--- src/rtl/mpi_pkg.sv ---
// mpi_pkg: register indices (byte offset = index*4 within a 0x20 channel window), STATUS layout, CTRL bits, counter width
package mpi_pkg;
  localparam int CNT_W = 8;
  localparam logic [2:0] REG_SEND      = 3'd0;
  localparam logic [2:0] REG_SEND_LAST = 3'd1;
  localparam logic [2:0] REG_RECV      = 3'd2;
  localparam logic [2:0] REG_STATUS    = 3'd3;
  localparam logic [2:0] REG_CTRL      = 3'd4;
  localparam int CTRL_IRQ_EN = 0;
  localparam int CTRL_FLUSH  = 1;
  typedef struct packed {
    logic [5:0] zero;
    logic       granted;
    logic       head_last;
    logic [7:0] egress_free;
    logic [7:0] ingress_pkts;
    logic [7:0] ingress_flits;
  } status_t;
endpackage

--- src/rtl/mpi_vc_endpoint_if.sv ---
// mpi_vc_endpoint_if: single-cycle bus; master drives addr/we/en/data_in, slave returns data_out/ack/err
interface mpi_vc_endpoint_if;
  logic [31:0] bus_addr;
  logic        bus_we;
  logic        bus_en;
  logic [31:0] bus_data_in;
  logic [31:0] bus_data_out;
  logic        bus_ack;
  logic        bus_err;
  modport master (output bus_addr, bus_we, bus_en, bus_data_in, input bus_data_out, bus_ack, bus_err);
  modport slave (input bus_addr, bus_we, bus_en, bus_data_in, output bus_data_out, bus_ack, bus_err);
endinterface

--- src/rtl/mpi_packet_fifo.sv ---
// mpi_packet_fifo: flit+last FIFO with flit/packet counts; ports clk, rst(async low), push/pop/flush in, head flit/last, counts, full out
module mpi_packet_fifo
  import mpi_pkg::*;
#(
  parameter int WIDTH = 32,
  parameter int SIZE  = 16
) (
  input  logic             clk,
  input  logic             rst,
  input  logic             push,
  input  logic [WIDTH-1:0] push_flit,
  input  logic             push_last,
  input  logic             pop,
  input  logic             flush,
  output logic [WIDTH-1:0] head_flit,
  output logic             head_last,
  output logic [CNT_W-1:0] flit_cnt,
  output logic [CNT_W-1:0] pkt_cnt,
  output logic             full
);
  localparam int AW = $clog2(SIZE);
  logic [WIDTH:0] mem [SIZE];
  logic [AW-1:0] wr_ptr, rd_ptr;
  logic do_push, do_pop;
  function automatic logic [AW-1:0] nxt(input logic [AW-1:0] p);
    return p == AW'(SIZE - 1) ? '0 : p + 1'b1;
  endfunction
  assign full = flit_cnt == CNT_W'(SIZE);
  assign do_push = push && !full;
  assign do_pop = pop && flit_cnt != '0;
  assign {head_last, head_flit} = mem[rd_ptr];
  always_ff @(posedge clk or negedge rst)
    if (!rst) begin
      wr_ptr <= '0;
      rd_ptr <= '0;
      flit_cnt <= '0;
      pkt_cnt <= '0;
    end else if (flush) begin
      wr_ptr <= '0;
      rd_ptr <= '0;
      flit_cnt <= '0;
      pkt_cnt <= '0;
    end else begin
      if (do_push) wr_ptr <= nxt(wr_ptr);
      if (do_pop) rd_ptr <= nxt(rd_ptr);
      flit_cnt <= flit_cnt + CNT_W'(do_push) - CNT_W'(do_pop);
      pkt_cnt <= pkt_cnt + CNT_W'(do_push && push_last) - CNT_W'(do_pop && head_last);
    end
  always_ff @(posedge clk)
    if (do_push) mem[wr_ptr] <= {push_last, push_flit};
endmodule

--- src/rtl/mpi_vc_endpoint.sv ---
// mpi_vc_endpoint: multi-VC NoC message endpoint; clk, rst(async low), bus slave, noc_out_* egress (round-robin per packet), noc_in_* ingress, irq
module mpi_vc_endpoint
  import mpi_pkg::*;
#(
  parameter int NOC_FLIT_WIDTH = 32,
  parameter int SIZE           = 16,
  parameter int VCHANNELS      = 2
) (
  input  logic                      clk,
  input  logic                      rst,
  mpi_vc_endpoint_if.slave          bus,
  output logic [NOC_FLIT_WIDTH-1:0] noc_out_flit,
  output logic                      noc_out_last,
  output logic [VCHANNELS-1:0]      noc_out_valid,
  input  logic [VCHANNELS-1:0]      noc_out_ready,
  input  logic [NOC_FLIT_WIDTH-1:0] noc_in_flit,
  input  logic                      noc_in_last,
  input  logic [VCHANNELS-1:0]      noc_in_valid,
  output logic [VCHANNELS-1:0]      noc_in_ready,
  output logic                      irq
);
  localparam int CW = VCHANNELS > 1 ? $clog2(VCHANNELS) : 1;
  if (NOC_FLIT_WIDTH != 32 || SIZE < 2 || SIZE > 255 || VCHANNELS < 1 || VCHANNELS > 8) begin : g_param_check
    $error("mpi_vc_endpoint: unsupported parameter set");
  end
  logic [CW-1:0] ch, rr, gnt_q, pick, cur, idx;
  logic [2:0] r;
  logic ch_ok, bad, is_send, err_c, acc, flush_wr, busy, any, cur_v, hs, rdy_en, unused_addr;
  logic [VCHANNELS-1:0] e_last, i_last, e_full, i_full, elig, irq_src, irq_en;
  logic [CNT_W-1:0] e_fcnt [VCHANNELS];
  logic [CNT_W-1:0] e_pcnt [VCHANNELS];
  logic [CNT_W-1:0] i_fcnt [VCHANNELS];
  logic [CNT_W-1:0] i_pcnt [VCHANNELS];
  logic [NOC_FLIT_WIDTH-1:0] e_flit [VCHANNELS];
  logic [NOC_FLIT_WIDTH-1:0] i_flit [VCHANNELS];
  status_t st;
  assign ch = bus.bus_addr[5 +: CW];
  assign r = bus.bus_addr[4:2];
  assign unused_addr = ^bus.bus_addr[31:5+CW];
  if ((1 << CW) == VCHANNELS) begin : g_ch_all
    assign ch_ok = 1'b1;
  end else begin : g_ch_lim
    assign ch_ok = ch < CW'(VCHANNELS);
  end
  assign bad = !ch_ok || bus.bus_addr[1:0] != 2'b00 || r > REG_CTRL;
  assign is_send = r == REG_SEND || r == REG_SEND_LAST;
  assign err_c = bad
    || (is_send && (!bus.bus_we || e_full[ch]))
    || (r == REG_RECV && (bus.bus_we || i_fcnt[ch] == '0))
    || (r == REG_STATUS && bus.bus_we)
    || (r == REG_CTRL && bus.bus_we && bus.bus_data_in[CTRL_FLUSH] && noc_out_valid[ch]);
  assign acc = bus.bus_en && !err_c;
  assign bus.bus_ack = acc;
  assign bus.bus_err = bus.bus_en && err_c;
  assign flush_wr = acc && bus.bus_we && r == REG_CTRL && bus.bus_data_in[CTRL_FLUSH];
  assign st = '{zero: '0, granted: noc_out_valid[ch], head_last: i_last[ch] && i_fcnt[ch] != '0,
                egress_free: CNT_W'(SIZE) - e_fcnt[ch], ingress_pkts: i_pcnt[ch], ingress_flits: i_fcnt[ch]};
  assign bus.bus_data_out = !acc || bus.bus_we ? '0
    : r == REG_RECV   ? i_flit[ch]
    : r == REG_STATUS ? st
    : r == REG_CTRL   ? 32'(irq_en[ch])
    : '0;
  always_comb begin
    pick = rr;
    any = 1'b0;
    idx = '0;
    for (int k = VCHANNELS - 1; k >= 0; k--) begin
      idx = CW'((int'(rr) + k) % VCHANNELS);
      if (elig[idx]) begin
        pick = idx;
        any = 1'b1;
      end
    end
  end
  assign cur = busy ? gnt_q : pick;
  assign cur_v = busy || any;
  assign noc_out_flit = cur_v ? e_flit[cur] : '0;
  assign noc_out_last = cur_v && e_last[cur];
  assign hs = |(noc_out_valid & noc_out_ready);
  assign irq = |(irq_en & irq_src);
  always_ff @(posedge clk or negedge rst)
    if (!rst) begin
      busy <= 1'b0;
      gnt_q <= '0;
      rr <= '0;
      rdy_en <= 1'b0;
      irq_en <= '0;
    end else begin
      rdy_en <= 1'b1;
      if (acc && bus.bus_we && r == REG_CTRL) irq_en[ch] <= bus.bus_data_in[CTRL_IRQ_EN];
      if (hs && noc_out_last) begin
        busy <= 1'b0;
        rr <= cur == CW'(VCHANNELS - 1) ? '0 : cur + 1'b1;
      end else if (cur_v) begin
        busy <= 1'b1;
        gnt_q <= cur;
      end
    end
  for (genvar c = 0; c < VCHANNELS; c++) begin : g_vc
    logic sel;
    assign sel = ch == CW'(c);
    assign elig[c] = e_pcnt[c] != '0;
    assign irq_src[c] = i_pcnt[c] != '0;
    assign noc_out_valid[c] = cur_v && cur == CW'(c);
    assign noc_in_ready[c] = rdy_en && !i_full[c];
    mpi_packet_fifo #(.WIDTH(NOC_FLIT_WIDTH), .SIZE(SIZE)) u_egress (
      .clk       (clk),
      .rst       (rst),
      .push      (acc && bus.bus_we && is_send && sel),
      .push_flit (bus.bus_data_in),
      .push_last (r == REG_SEND_LAST),
      .pop       (noc_out_valid[c] && noc_out_ready[c]),
      .flush     (flush_wr && sel),
      .head_flit (e_flit[c]),
      .head_last (e_last[c]),
      .flit_cnt  (e_fcnt[c]),
      .pkt_cnt   (e_pcnt[c]),
      .full      (e_full[c])
    );
    mpi_packet_fifo #(.WIDTH(NOC_FLIT_WIDTH), .SIZE(SIZE)) u_ingress (
      .clk       (clk),
      .rst       (rst),
      .push      (noc_in_valid[c] && noc_in_ready[c]),
      .push_flit (noc_in_flit),
      .push_last (noc_in_last),
      .pop       (acc && !bus.bus_we && r == REG_RECV && sel),
      .flush     (flush_wr && sel),
      .head_flit (i_flit[c]),
      .head_last (i_last[c]),
      .flit_cnt  (i_fcnt[c]),
      .pkt_cnt   (i_pcnt[c]),
      .full      (i_full[c])
    );
  end
endmodule

--- src/flat_wrapper.sv ---
// flat-port wrapper written by rule: the top's interface ports become plain ports
module mpi_vc_endpoint_flat import mpi_pkg::*;
#(
  parameter int NOC_FLIT_WIDTH = 32,
  parameter int SIZE           = 16,
  parameter int VCHANNELS      = 2
)
  (clk, rst, noc_out_flit, noc_out_last, noc_out_valid, noc_out_ready, noc_in_flit, noc_in_last, noc_in_valid, noc_in_ready, irq, bus_bus_addr, bus_bus_we, bus_bus_en, bus_bus_data_in, bus_bus_data_out, bus_bus_ack, bus_bus_err);
  mpi_vc_endpoint_if bus_i ();
  input  logic clk;
  input  logic rst;
  output logic [NOC_FLIT_WIDTH-1:0] noc_out_flit;
  output logic noc_out_last;
  output logic [VCHANNELS-1:0] noc_out_valid;
  input  logic [VCHANNELS-1:0] noc_out_ready;
  input  logic [NOC_FLIT_WIDTH-1:0] noc_in_flit;
  input  logic noc_in_last;
  input  logic [VCHANNELS-1:0] noc_in_valid;
  output logic [VCHANNELS-1:0] noc_in_ready;
  output logic irq;
  input wire logic [$bits(bus_i.bus_addr)-1:0] bus_bus_addr;
  input wire logic [$bits(bus_i.bus_we)-1:0] bus_bus_we;
  input wire logic [$bits(bus_i.bus_en)-1:0] bus_bus_en;
  input wire logic [$bits(bus_i.bus_data_in)-1:0] bus_bus_data_in;
  output wire logic [$bits(bus_i.bus_data_out)-1:0] bus_bus_data_out;
  output wire logic [$bits(bus_i.bus_ack)-1:0] bus_bus_ack;
  output wire logic [$bits(bus_i.bus_err)-1:0] bus_bus_err;
  assign bus_i.bus_addr = bus_bus_addr;
  assign bus_i.bus_we = bus_bus_we;
  assign bus_i.bus_en = bus_bus_en;
  assign bus_i.bus_data_in = bus_bus_data_in;
  assign bus_bus_data_out = bus_i.bus_data_out;
  assign bus_bus_ack = bus_i.bus_ack;
  assign bus_bus_err = bus_i.bus_err;
  mpi_vc_endpoint #(.NOC_FLIT_WIDTH(NOC_FLIT_WIDTH), .SIZE(SIZE), .VCHANNELS(VCHANNELS)) u_core (.clk(clk), .rst(rst), .bus(bus_i), .noc_out_flit(noc_out_flit), .noc_out_last(noc_out_last), .noc_out_valid(noc_out_valid), .noc_out_ready(noc_out_ready), .noc_in_flit(noc_in_flit), .noc_in_last(noc_in_last), .noc_in_valid(noc_in_valid), .noc_in_ready(noc_in_ready), .irq(irq));
endmodule
--- config.mk ---
export PLATFORM = sky130hd
export DESIGN_NAME = mpi_vc_endpoint_flat
export DESIGN_NICKNAME = d
export VERILOG_FILES = /design/src/rtl/mpi_pkg.sv /design/src/rtl/mpi_vc_endpoint_if.sv /design/src/rtl/mpi_packet_fifo.sv /design/src/rtl/mpi_vc_endpoint.sv /design/src/flat_wrapper.sv
export SDC_FILE = /design/constraint.sdc
export NUM_CORES = 2
export LEC_CHECK = 0
export ABC_AREA = 1
export BUFFER_PORTS_ARGS = -buffer_cell sky130_fd_sc_hd__buf_2
export CAP_MARGIN = 20
export CORE_MARGIN = 2
export CORE_UTILIZATION = 40
export CTS_CLUSTER_SIZE = 16
export DETAILED_ROUTE_END_ITERATION = 8
export PLACE_DENSITY_LB_ADDON = 0.15
export SLEW_MARGIN = 0
export SYNTH_ARGS = -nofsm -noshare
export SYNTH_HDL_FRONTEND = slang
export SYNTH_SLANG_ARGS = --single-unit
--- constraint.sdc ---
create_clock -name clk -period 10.6 [get_ports clk]
set_input_delay 0.53 -clock clk [delete_from_list [all_inputs] [get_ports clk]]
set_output_delay 0.53 -clock clk [all_outputs]
set_load 0.05 [all_outputs]
==> flow_summary.json <==
{
  "die_h_um": 479,
  "arrival_ps": 5540,
  "path_depth": 16,
  "track_usage_pct": 23.3,
  "power_density_nw_per_um2": 242,
  "cp_max_fo": 22,
  "cts_made_buffers": 228,
  "synth_edf_count": 2112,
  "slew_violations": 0,
  "vias": 57858,
  "numPortBuffers": 150,
  "finalClockSkew_ps": 97.3,
  "yosys.cell_types.count": 53,
  "cts_buffer_depth": 3,
  "setup_violations": 0,
  "synth_top_area_share_pct": 70.3,
  "power.switching_mw": 8.43,
  "area_delta_synth_final_pct": 13.1,
  "worst_pin_slew_ps": 1170,
  "startpoint": "u_core.g_vc[0].u_egress.pkt_cnt[5]$_DFF_PN0_",
  "fin_setup_tns_ps": 0,
  "cpMostUsedCell": "nand2_1",
  "use_met1_pct": 31.2,
  "outcome": "complete, no violations",
  "row_count": 174,
  "tritoncts": "built",
  "synth_warnings": 0,
  "clock-sinks": 2214,
  "synthArstFlopShare_pct": 4.61,
  "regToRegEndpoint": "u_core.g_vc[0].u_ingress.pkt_cnt[6]$_DFF_PN0_",
  "syn_avg_cell_area_um2": 12.9,
  "hold_ws_ps": 130,
  "core_um2": 224000,
  "cp.required_ps": 10070,
  "dp_cells": 9805,
  "startpoint_type": "flop",
  "fillers": 20265,
  "synth.most_common_cell": "edfxtp_1",
  "drt-pass1-iter-count": 6,
  "rrSetupSlack_ps": 4910,
  "path_cells": "inv_1, ha_1, nand3_1, nor2_1, nand2_1, nand3_1, nand2_1, nand2_1, buf_4, nand2_1, nand3_1, nand4_4, nor2_4, o21ai_0, o21ai_0, buf_2",
  "ir_drop_mv": 0.191,
  "netlist_top_cells_area": "edfxtp_1, nand2_1, a21oi_1, dfrtp_1, nor2_1",
  "synth_common_cells": "edfxtp_1, nand2_1, a21oi_1",
  "cts_max_level": 4,
  "hpwl_mm": 146,
  "die-area_um2": 229000,
  "worstSetupPathType": "reg -> out",
  "critPathSlowestCell": "nor2_4",
  "worst-r2r-cell-count": 27,
  "grt_use_met2_pct": 38.6,
  "min_period_ps": 6070,
  "fin_nets": 7268,
  "path_buf_inv": 3,
  "power.leakage_nw": 35.2,
  "post-route-drc-count": 0,
  "viasPerCell": 5.65,
  "relSlewSlack_pct": 21.4,
  "grt_overflow_total": 0,
  "initial_utilization_pct": 40.2,
  "pwr-share-seq_pct": 41.2,
  "wl_per_cell_um": 26.7,
  "clk_latency_ps": 910,
  "yosysTopAreaCell": "edfxtp_1",
  "die_x_um": 479,
  "fin_crit_sh_pct": 57.3,
  "ys_seq_area_share_pct": 73.1,
  "combPwrFrac_pct": 26.7,
  "grt_pass1_vias": 54919,
  "ys_ff_latch": 2214,
  "met3_usage_pct": 3.68,
  "drt-initial-drc-count": 5632,
  "io_pins": 177,
  "max_freq_mhz": 165,
  "post_cts_buffers": 0,
  "r2r-start": "u_core.g_vc[0].u_egress.pkt_cnt[5]$_DFF_PN0_",
  "drv_cap": 0,
  "drive_gt1_share_pct": 10.6,
  "cts.clk_slew.worst_paths_ps": 60,
  "power_frac_clock_pct": 32.1,
  "ant_nets": 0,
  "wirelength_mm": 273,
  "finalHoldViolCount": 0,
  "grt_setup_unrepaired": "false",
  "cpPeakStageDelay_ps": 850,
  "grt_antenna_before_repair": 37,
  "grt_pass1_wl_mm": 391,
  "gp_congestion": 0.825,
  "critPathTopFamily": "simple AND/OR/NAND/NOR gates",
  "cts-root-buf": "clkbuf_16",
  "final_cells": 10245,
  "ys.flop_type": "edfxtp_1",
  "worstSetupEndpointType": "primary output",
  "syn_area_um2": 90200,
  "holdCritPathClass": "in -> reg",
  "grt_max_degree": 161,
  "syn_inst": 6975,
  "p_int_mw": 16.3,
  "cp-endpoint": "bus_bus_data_out[8]",
  "synthesis.nets": 7197,
  "busiest_layer": "met2",
  "switching_share_pct": 34.1
}
layout by cell type, fill, tap and decap left out, types with 105 or more instances in the layout:
cell type,count
nand2_1,1455
a32o_1,105
inv_1,199
nor2_1,383
clkbuf_16,230
o21ai_0,239
buf_2,148
buf_4,140
a21oi_1,815
nand3_1,163
ha_1,109
edfxtp_1,2112
a22oi_1,167
a221oi_1,116
area by class of cell:
| cell class | instances | area, µm² | share of cell area [%] |
|---|---|---|---|
| clock inverters | 140 | 1370 | 1.34 |
| clock buffers | 287 | 6010 | 5.89 |
| diodes | 10 | 25.0 | 0.0245 |
| multi-input cells | 4093 | 22100 | 21.7 |
| repair buffers | 292 | 1870 | 1.83 |
| well taps | 2992 | 3740 | 3.67 |
| inverters | 217 | 865 | 0.847 |
| flip-flops and latches | 2214 | 66000 | 64.7 |
through the flow:
stage	power (mW)	util, %	area (µm²)	worst slack (ps)
5_1_grt	25.9	45.4	102000	4230
3_5_place_dp	17.0	42.1	94600	4730
3_3_place_gp	16.9	42.1	94600	4830
2_1_floorplan	14.8	-	90200	6470
6_report	24.7	45.5	102000	4530
4_1_cts	24.9	45.4	102000	4400
power by group through the flow:
stage / sequential [mW] / combinational (mW) / clock [mW]
2_1_floorplan: 10.3 / 4.50 / 0
3_3_place_gp: 10.4 / 6.51 / 0
3_5_place_dp: 10.4 / 6.60 / 0
4_1_cts: 10.2 / 6.62 / 8.05
5_1_grt: 10.2 / 7.25 / 8.41
6_report: 10.2 / 6.61 / 7.93
worst reg2reg max path: stages, from the launching register on:
cell and delay (ps):
dfrtp_1 380, inv_1 80, ha_1 150, nand3_1 70, nor2_1 150, nand2_1 70, nand3_1 120, nand2_1 110
nand2_1 70, buf_4 420, nand2_1 170, nand3_1 260, nand4_4 500, nor2_4 870, nand2_1 360, nor2_1 190
ha_1 240, inv_1 60, ha_1 190, fa_1 220, inv_1 60, o31ai_1 320, and2_1 200, nor2_1 50
nor2_1 90, nor2_1 60, xor2_1 130, nor2_1 60
state kept, by name, indices dropped and copies added, names as in the netlist, 16 cells and up:
name	count
u_core.g_vc.u_ingress.pkt_cnt	16
u_core.g_vc.u_egress.pkt_cnt	16
u_core.g_vc.u_egress.flit_cnt	16
u_core.g_vc.u_ingress.mem	1056
u_core.g_vc.u_ingress.flit_cnt	16
u_core.g_vc.u_egress.mem	1056
routing by layer:
layer  vias up  part of all wire (%)
met4        16                   3.5
met3       459                   6.1
met5         -                 0.037
li1      26050                     -
met1     29397                    42
met2      1936                    49
logic make-up (layout without fill, tap and decap cells):
| family | Yosys count | count (layout) | synth area share, % |
|---|---|---|---|
| and+or+nand+nor | 2185 | 2185 | 9.70 |
| DFF | 2214 | 2214 | 73.1 |
| xor gates and xnor gates | 28 | 28 | 0.272 |
| other | 1 | 11 | 0.00416 |
| buffers and inverters | 668 | 936 | 2.90 |
| adders and majority gates | 117 | 117 | 1.69 |
| AOI/OAI and AO/OA | 1762 | 1762 | 12.3 |
worst min path at each step:
stage	start	to	slack [ps]	cells after the start
floorplan	rst	u_core.busy$_DFFE_PN0P_	230	0
global placement	u_core.gnt_q$_DFFE_PN0P_	u_core.gnt_q$_DFFE_PN0P_	480	2
detailed placement	u_core.g_vc[1].u_ingress.wr_ptr[2]$_DFFE_PN0P_	u_core.g_vc[1].u_ingress.wr_ptr[2]$_DFFE_PN0P_	490	1
CTS	bus_bus_data_in[19]	u_core.g_vc[1].u_egress.mem[14][19]$_DFFE_PP_	70	1
global route	bus_bus_data_in[19]	u_core.g_vc[1].u_egress.mem[14][19]$_DFFE_PP_	100	1
finish	bus_bus_data_in[17]	u_core.g_vc[0].u_egress.mem[14][17]$_DFFE_PP_	130	1
timing repair:
action | CTS | global route
gates resized for setup | 0 | 0
hold endpoints to repair | 35 | 0
hold buffers | 1 | 0
Power figures use the tool's default switching activity.
